===== src/rtl/seg_scan_ctrl.sv =====
// seg_scan_ctrl: time-multiplexed 7-segment scanner with blanking gaps and frame-aligned value commit.
// Optional macro LEAD_ZERO_BLANK_EN blanks digits above the most-significant non-zero nibble.
module hex_to_7seg (
   input  logic [3:0] hex,
   output logic [6:0] seg
);
   always_comb
      case (hex)
         4'd0: seg = 7'b1000000;
         4'd1: seg = 7'b1111001;
         4'd2: seg = 7'b0100100;
         4'd3: seg = 7'b0110000;
         4'd4: seg = 7'b0011001;
         4'd5: seg = 7'b0010010;
         4'd6: seg = 7'b0000010;
         4'd7: seg = 7'b1111000;
         4'd8: seg = 7'b0000000;
         4'd9: seg = 7'b0011000;
         default: seg = 7'h7F;
      endcase
endmodule

module seg_scan_ctrl #(
   parameter int N_DIGITS  = 4,
   parameter int DIV       = 50000,
   parameter int BLANK_CYC = 16
) (
   input  logic                  clk,
   input  logic                  rst_n,
   input  logic                  enable,
   input  logic                  wr_valid,
   output logic                  wr_ready,
   input  logic [4*N_DIGITS-1:0] wr_data,
   output logic [6:0]            seg_n,
   output logic [N_DIGITS-1:0]   dig_n,
   output logic                  frame_tick
);
   localparam int CW = $clog2(DIV > BLANK_CYC ? DIV : BLANK_CYC) + 1;
   localparam int IW = $clog2(N_DIGITS);
   localparam logic [0:0] BLANK = 1'b0;
   localparam logic [0:0] DRIVE = 1'b1;

   logic [0:0]            state, state_nx;
   logic [CW-1:0]         cnt, cnt_nx;
   logic [IW-1:0]         idx, idx_nx;
   logic [4*N_DIGITS-1:0] active, pending;
   logic                  pend_flag, blank_end, drive_end, boundary, accept, commit, hide;
   logic [3:0]            nib;
   logic [6:0]            dec;

   assign blank_end = state == BLANK && cnt == CW'(BLANK_CYC - 1);
   assign drive_end = state == DRIVE && cnt == CW'(DIV - 1);
   assign boundary  = enable && drive_end && idx == IW'(N_DIGITS - 1);
   assign accept    = wr_valid && wr_ready;
   // While dark there is no frame to protect, so a pending value commits immediately.
   assign commit    = pend_flag && (boundary || !enable);

   always_comb begin
      state_nx = state;
      cnt_nx   = cnt + 1'b1;
      idx_nx   = idx;
      if (!enable) begin
         state_nx = BLANK;
         cnt_nx   = '0;
         idx_nx   = '0;
      end else if (blank_end) begin
         state_nx = DRIVE;
         cnt_nx   = '0;
      end else if (drive_end) begin
         state_nx = BLANK;
         cnt_nx   = '0;
         idx_nx   = idx == IW'(N_DIGITS - 1) ? '0 : idx + 1'b1;
      end
   end

   // Outputs are registered from the next state, so the decoder looks at the upcoming digit.
   assign nib = active[{idx_nx, 2'b00} +: 4];

   hex_to_7seg u_dec (.hex(nib), .seg(dec));

`ifdef LEAD_ZERO_BLANK_EN
   logic [IW-1:0] msd;
   always_comb begin
      msd = '0;
      for (int k = 1; k < N_DIGITS; k++)
         if (active[4*k +: 4] != 4'd0) msd = IW'(k);
   end
   assign hide = idx_nx > msd;
`else
   assign hide = 1'b0;
`endif

   always_ff @(posedge clk or negedge rst_n)
      if (!rst_n) begin
         state      <= BLANK;
         cnt        <= '0;
         idx        <= '0;
         active     <= '0;
         pending    <= '0;
         pend_flag  <= 1'b0;
         wr_ready   <= 1'b1;
         seg_n      <= 7'h7F;
         dig_n      <= '1;
         frame_tick <= 1'b0;
      end else begin
         state      <= state_nx;
         cnt        <= cnt_nx;
         idx        <= idx_nx;
         dig_n      <= state_nx == DRIVE ? ~(N_DIGITS'(1) << idx_nx) : '1;
         seg_n      <= state_nx == DRIVE && !hide && nib <= 4'd9 ? dec : 7'h7F;
         frame_tick <= boundary;
         wr_ready   <= !accept && !pend_flag;
         if (accept) begin
            pending   <= wr_data;
            pend_flag <= 1'b1;
         end else if (commit) begin
            active    <= pending;
            pend_flag <= 1'b0;
         end
      end
endmodule


===== config.mk =====
export PLATFORM = sky130hd
export DESIGN_NAME = seg_scan_ctrl
export DESIGN_NICKNAME = d
export VERILOG_FILES = /design/src/rtl/seg_scan_ctrl.sv
export SDC_FILE = /design/constraint.sdc
export NUM_CORES = 1
export LEC_CHECK = 0
export BUFFER_PORTS_ARGS = -buffer_cell sky130_fd_sc_hd__buf_2
export CAP_MARGIN = 25
export CORE_MARGIN = 10
export CORE_UTILIZATION = 58
export CTS_CLUSTER_DIAMETER = 120
export DETAILED_ROUTE_END_ITERATION = 10
export GPL_TIMING_DRIVEN = 0
export PLACE_DENSITY_LB_ADDON = 0.12
export SLEW_MARGIN = 15
export SYNTH_ARGS = -nofsm -noshare
export SYNTH_HDL_FRONTEND = slang
export SYNTH_SLANG_ARGS = --single-unit

===== constraint.sdc =====
create_clock -name clk -period 3.6 [get_ports clk]
set_clock_uncertainty 0.2 [all_clocks]
set_input_delay 0.36 -clock clk [delete_from_list [all_inputs] [get_ports clk]]
set_output_delay 0.36 -clock clk [all_outputs]
set_load 0.01 [all_outputs]

# After elaboration in Yosys (flattened, before gate mapping)
# Memory sizes are Yosys's and may differ from the RTL's.
# Index checks and enable logic that the tools add are counted.
dict set report totals {
  in_bits 20
  ff_bits 66
  elab_cells 50
  output_inout_bits 13
  romBits 112
  n_memories 1
}
# name words width rd rd_clocked_by_memory_dff write_ports line
set memory_table {}
lappend memory_table {{(no name shown)} 16 7 1 0 0 8} ;# case (hex)
dict set report classes {
  n_addsub 2
  reduce_logical 14
  n_bitwise 3
  n_shift 2
  n_lt_le_gt_ge 1
  n_eq_ne 3
  n_mux 14
}
# operator count
set ops {}
lappend ops {{17-bit 2-to-1 mux} 3}
lappend ops {{17-bit by 1-bit adder with 17-bit output (second input constant)} 1}
lappend ops {{17-bit by 16-bit == test with 1-bit output (second input constant)} 1}
lappend ops {{17-bit by 4-bit == test with 1-bit output (second input constant)} 1}
lappend ops {{16-bit by 5-bit variable part select with 4-bit output} 1}
lappend ops {{1-bit logical AND} 8}
lappend ops {{2-bit 2-to-1 mux} 4}
lappend ops {{7-bit 2-to-1 mux} 1}
lappend ops {{1-bit 2-to-1 mux} 5}
lappend ops {{4-bit <= comparator (second input constant)} 1}
lappend ops {{4-bit 2-to-1 mux} 1}
lappend ops {{4-bit NOT} 1}
lappend ops {{1-bit by 2-bit left shift with 4-bit output (first input constant)} 1}
lappend ops {{1-bit logical NOT} 3}
lappend ops {{2-bit by 1-bit adder with 2-bit output (second input constant)} 1}
lappend ops {{2-bit == test (second input constant)} 1}
lappend ops {{1-bit NOT} 2}
lappend ops {{2-bit AND reduction} 1}
lappend ops {{2-bit nonzero test} 1}
lappend ops {{1-bit logical OR} 1}

# Logic depth before layout (Yosys ltp)
dict set report logic_depth {
  depth_word 9
  mapped_depth 13
  ltp_nobuf 12
}

# Hierarchy
# From an unflattened synthesis, not the netlist that was laid out.
dict set report hier_totals {
  cells_unflattened 259
  hier_area_um2 3116.7
}
# module area_each_um2 n_inst cells_per_inst seq_area_each_um2
set by_module_without_submodules {}
lappend by_module_without_submodules {seg_scan_ctrl 2875.3 1 225 1666.6}
lappend by_module_without_submodules {hex_to_7seg 241.5 1 34 0.0}

# Worst setup path after synthesis
# Ideal clock, no wire load.
dict set report synth_timing {
  path_kind {flip-flop to flip-flop}
  from {register cnt[0]}
  to {register seg_n[2]}
  arrival_time_ns 2.781
  synth_period_minus_slack_ns 3.085
  path_buffers 1
  required_time_ns 3.295
  path_slack_ns 0.515
  setup_time_ns 0.105
  stages_incl_launch_ff 13
  path_cell_list {dfrtp_1 -> ha_1 -> and3_1 -> nand3_2 -> nor3_4 -> mux2_4 -> buf_12 -> mux4_2 -> inv_1 -> ha_1 -> nor2_1 -> o31ai_4 -> o311ai_1}
}
dict set report synth_between {
  elab_chain_cells 9
  elab_cells_between_ends 15
  classes_between {order compare (1); eq/ne (2); shift (1); mux (7); reduce/logical (3); memory (1)}
}
# item line
set synth_lines {}
lappend synth_lines {{start: declaration} 44} ;# logic [CW-1:0] cnt, cnt_nx;
lappend synth_lines {{start signal: assignment} 107} ;# cnt <= cnt_nx;
lappend synth_lines {{17-bit by 16-bit == test with 1-bit output} 52} ;# assign drive_end = state == DRIVE && cnt == CW'(DIV - 1);
lappend synth_lines {{1-bit logical AND} 52}
lappend synth_lines {{2-bit 2-to-1 mux} 69} ;# end else if (drive_end) begin
lappend synth_lines {{2-bit 2-to-1 mux} 66} ;# end else if (blank_end) begin
lappend synth_lines {{2-bit 2-to-1 mux} 62} ;# if (!enable) begin
lappend synth_lines {{16-bit by 5-bit variable part select with 4-bit output} 77} ;# assign nib = active[{idx_nx, 2'b00} +: 4];
lappend synth_lines {{4-bit <= comparator} 110} ;# seg_n <= state_nx == DRIVE && !hide && nib <= 4'd9 ? dec : 7'h7F;
lappend synth_lines {{1-bit logical AND} 110}
lappend synth_lines {{7-bit 2-to-1 mux (*)} 110}
lappend synth_lines {{end signal: assignment} 110}
lappend synth_lines {{end: declaration} 34} ;# output logic [6:0] seg_n,
# Every way passes the cells marked *; elsewhere a longest branch is shown, timed or not.
# A chain may end at the register's enable or synchronous reset.

# Worst setup path in the final report
# Same ends and word-level chain as after synthesis.

==> results.sh <==
export IMPL_outcome="finished, final reports clean"
export IMPL_syn_cell_area_mm2=0.00298
export IMPL_io_pins=33
export IMPL_io_buffers=31
export IMPL_critPathMaxFanout=10
export IMPL_core_region_area_mm2=0.00504
export IMPL_dpl_cell_area_mm2=0.00326
export IMPL_area_delta_synth_final_pct=16.2
export IMPL_cts_sinks=66
export IMPL_switching_share_pct=28.6
export IMPL_die_area_mm2=0.00841
export IMPL_powerDensity_mw_per_mm2=638
export IMPL_fp_dieH_um=91.7
export IMPL_fmax_mhz=298
export IMPL_viasPerCell=5.16
export IMPL_syn_inst=236
export IMPL_setup_viol=0
export IMPL_vias=1836
export IMPL_grt_max_degree=47
export IMPL_numCtsBuffers=9
export IMPL_tightest_slew_ns=0.656
export IMPL_hold_viol=0
export IMPL_postSynthAreaPerCell_um2=12.6
export IMPL_die_x_um=91.7
export IMPL_drc=0
export IMPL_fillers=382
export IMPL_grt_pass1_vias=1996
export IMPL_cp_arrival_ns=3.38
export IMPL_final_cell_area_mm2=0.00347
export IMPL_num_nets_final=308
export IMPL_final_util_pct=68.8
export IMPL_crit_type="reg2reg"
export IMPL_ys_warn_count=0
export IMPL_relSlewSlack_pct=56.2
export IMPL_crit_required_ns=3.62
export IMPL_leakagePower_nw=1.60
export IMPL_dp_hpwl_um=3660
export IMPL_dr_pass1_iters=4
export IMPL_p_seq_share_pct=47.5
export IMPL_clk_path_buf_depth=2
export IMPL_ys_seq_area_share_pct=55.8
export IMPL_diodes=0
export IMPL_hold_path_class="in2reg"
export IMPL_switchingPower_w=0.000632
export IMPL_gp_congestion=0.790
export IMPL_ir_worst_vdd_v=0.000454
export IMPL_wl_per_cell_um=14.6
export IMPL_period_share_pct=93.3
export IMPL_internal_power_w=0.00158
export IMPL_clockPowerShare_pct=26.0
export IMPL_drive_above_1_share_pct=36.0
export IMPL_drt_iter0_drc=77
export IMPL_synth_cell_type_count=38
export IMPL_p_comb_share_pct=26.5
export IMPL_antenna_found_initial=0
export IMPL_period_needed_ns=3.36
export IMPL_clock_latency_ns=0.33
export IMPL_slew_viol_final=0
export IMPL_cts_root_buf="clkbuf_8"
export IMPL_syn_num_nets=263
export IMPL_cap_violations=0
export IMPL_initial_core_util_pct=59.2
export IMPL_overflow=0
export IMPL_rows=26
export IMPL_yosys_register_bits=66
export IMPL_hold_depth=2
export IMPL_cts_tree="yes"
export IMPL_drt_total_wl_um=5200
export IMPL_grt_util_all_layers_pct=13.5
export IMPL_ant_nets=0
export IMPL_grt_first_pass_wirelength_um=9230
export IMPL_htreeDepth=3
export IMPL_start_kind="flop"
export IMPL_path_clk_slew_ns=0.07
export IMPL_end_kind="flop"
export IMPL_reg2regPathDepth=12
==> synthesized netlist by cell type, drive strengths merged <==
cell    count  area (um^2)
and3        6         37.5
nor4        2         25.0
o311ai      1         8.76
ha          7         87.6
nand2      15         56.3
and2        3         18.8
o31ai       1         21.3
or3         1         6.26
clkbuf      6         22.5
dfstp      12          315
nor2b       2         12.5
xor2       10         87.6
a21oi       3         15.0
or4         1         7.51
o21bai      1         7.51
inv         8         30.0
o21ai       4         23.8
and4        1         8.76
mux2       34          387
nand3      13         70.1
a31oi       1         6.26
mux2i      11          135
nor2       22         82.6
nor3b       1         7.51
a21o        1         7.51
nor3        4         31.3
dfrtp      54         1350
mux4        1         22.5
buf         1         20.0
nand4       1         6.26
xnor2       4         35.0
o211ai      4         30.0
==> layer usage <==
layer	up-vias	share of wire (%)	global-route usage, %
li1	909	-	-
met1	885	46	16.8
met2	33	48	21.0
met3	9	4.6	4.24
met4	0	1.7	6.56
met5	-	0	0
==> per-stage QoR <==
stage	hold slack [ns]	TNS, ns	total power (W)	setup slack, ns	cells
after floorplan	-0.136	0	0.00150	0.515	236
after global placement	0.227	0	0.00162	0.182	337
after detailed placement	0.0582	0	0.00166	0.144	338
after CTS	0.00161	0	0.00224	0.0911	355
after global routing	0.000668	-0.0113	0.00236	-0.0113	356
final	0.0119	0	0.00221	0.242	356
==> cell usage in the layout, fill, tap and decap left out, drive strengths merged, types with 4 or more instances in the layout <==
cell and n:
and3 6, buf 34, clkbuf 19, dfrtp 54
dfstp 12, ha 7, inv 8, mux2 34
mux2i 11, nand2 15, nand3 13, nor2 22
nor3 4, o211ai 4, o21ai 4, xnor2 4
xor2 10
==> critical path: stages (launching register included) <==
cell and delay [ns]:
dfrtp_1 0.37, ha_1 0.19, and3_2 0.24, nand3_2 0.13
nor3_4 0.31, mux2_4 0.35, buf_12 0.15, mux4_2 0.48
inv_1 0.13, ha_1 0.20, nor2_1 0.07, o31ai_4 0.29
o311ai_1 0.15
==> final timing paths <==
path	to	slack, ns	startpoint
min reg2reg	wr_ready	0.23	pend_flag
min	wr_ready	0.01	wr_valid
max	seg_n[2]	0.24	cnt[0]
min in group asynchronous	cnt[13]	0.26	rst_n
max in group asynchronous	wr_ready	2.37	rst_n
max reg2reg	seg_n[2]	0.24	cnt[0]
==> what timing repair did <==
action | in CTS | in global routing
hold buffers | 1 | 0
hold endpoints to repair | 20 | 0
setup endpoints to repair | 0 | 7
gates resized for setup | 0 | 3
setup buffers | 0 | 1
==> kinds of logic after synthesis <==
family	count (synthesis)	share of synthesized area [%]
compound gates	16	4.03
xor+xnor	14	4.11
fa+ha+maj	7	2.93
buf+inv	15	2.43
flops	66	55.8
mux	46	18.2
simple gates	72	12.4
==> registers in the layout (all words and copies together) (netlist names) <==
signal      count
state           1
wr_ready        1
active         16
pending        16
cnt            17
frame_tick      1
idx             2
pend_flag       1
dig_n           4
seg_n           7
==> power groups by stage <==
stage	sequential (W)	clock [W]	combinational [W]
after floorplan	0.00103	0	0.000476
after global placement	0.00106	0	0.000564
after detailed placement	0.00107	0	0.000588
after CTS	0.00106	0.000592	0.000590
after global routing	0.00108	0.000625	0.000658
final	0.00105	0.000575	0.000585
==> cell type report <==
class,count,area (um^2),area share [%]
plain buffers,7,42.5,1.23
well taps,70,87.6,2.53
multi-input cells,155,1260,36.3
repair buffers,34,203,5.85
inverters,8,30.0,0.866
flip-flops and latches,66,1670,48.1
clock inverters,3,40.0,1.15
clock buffers,13,139,4.01
Note: power is estimated with default switching activity, not from simulation.
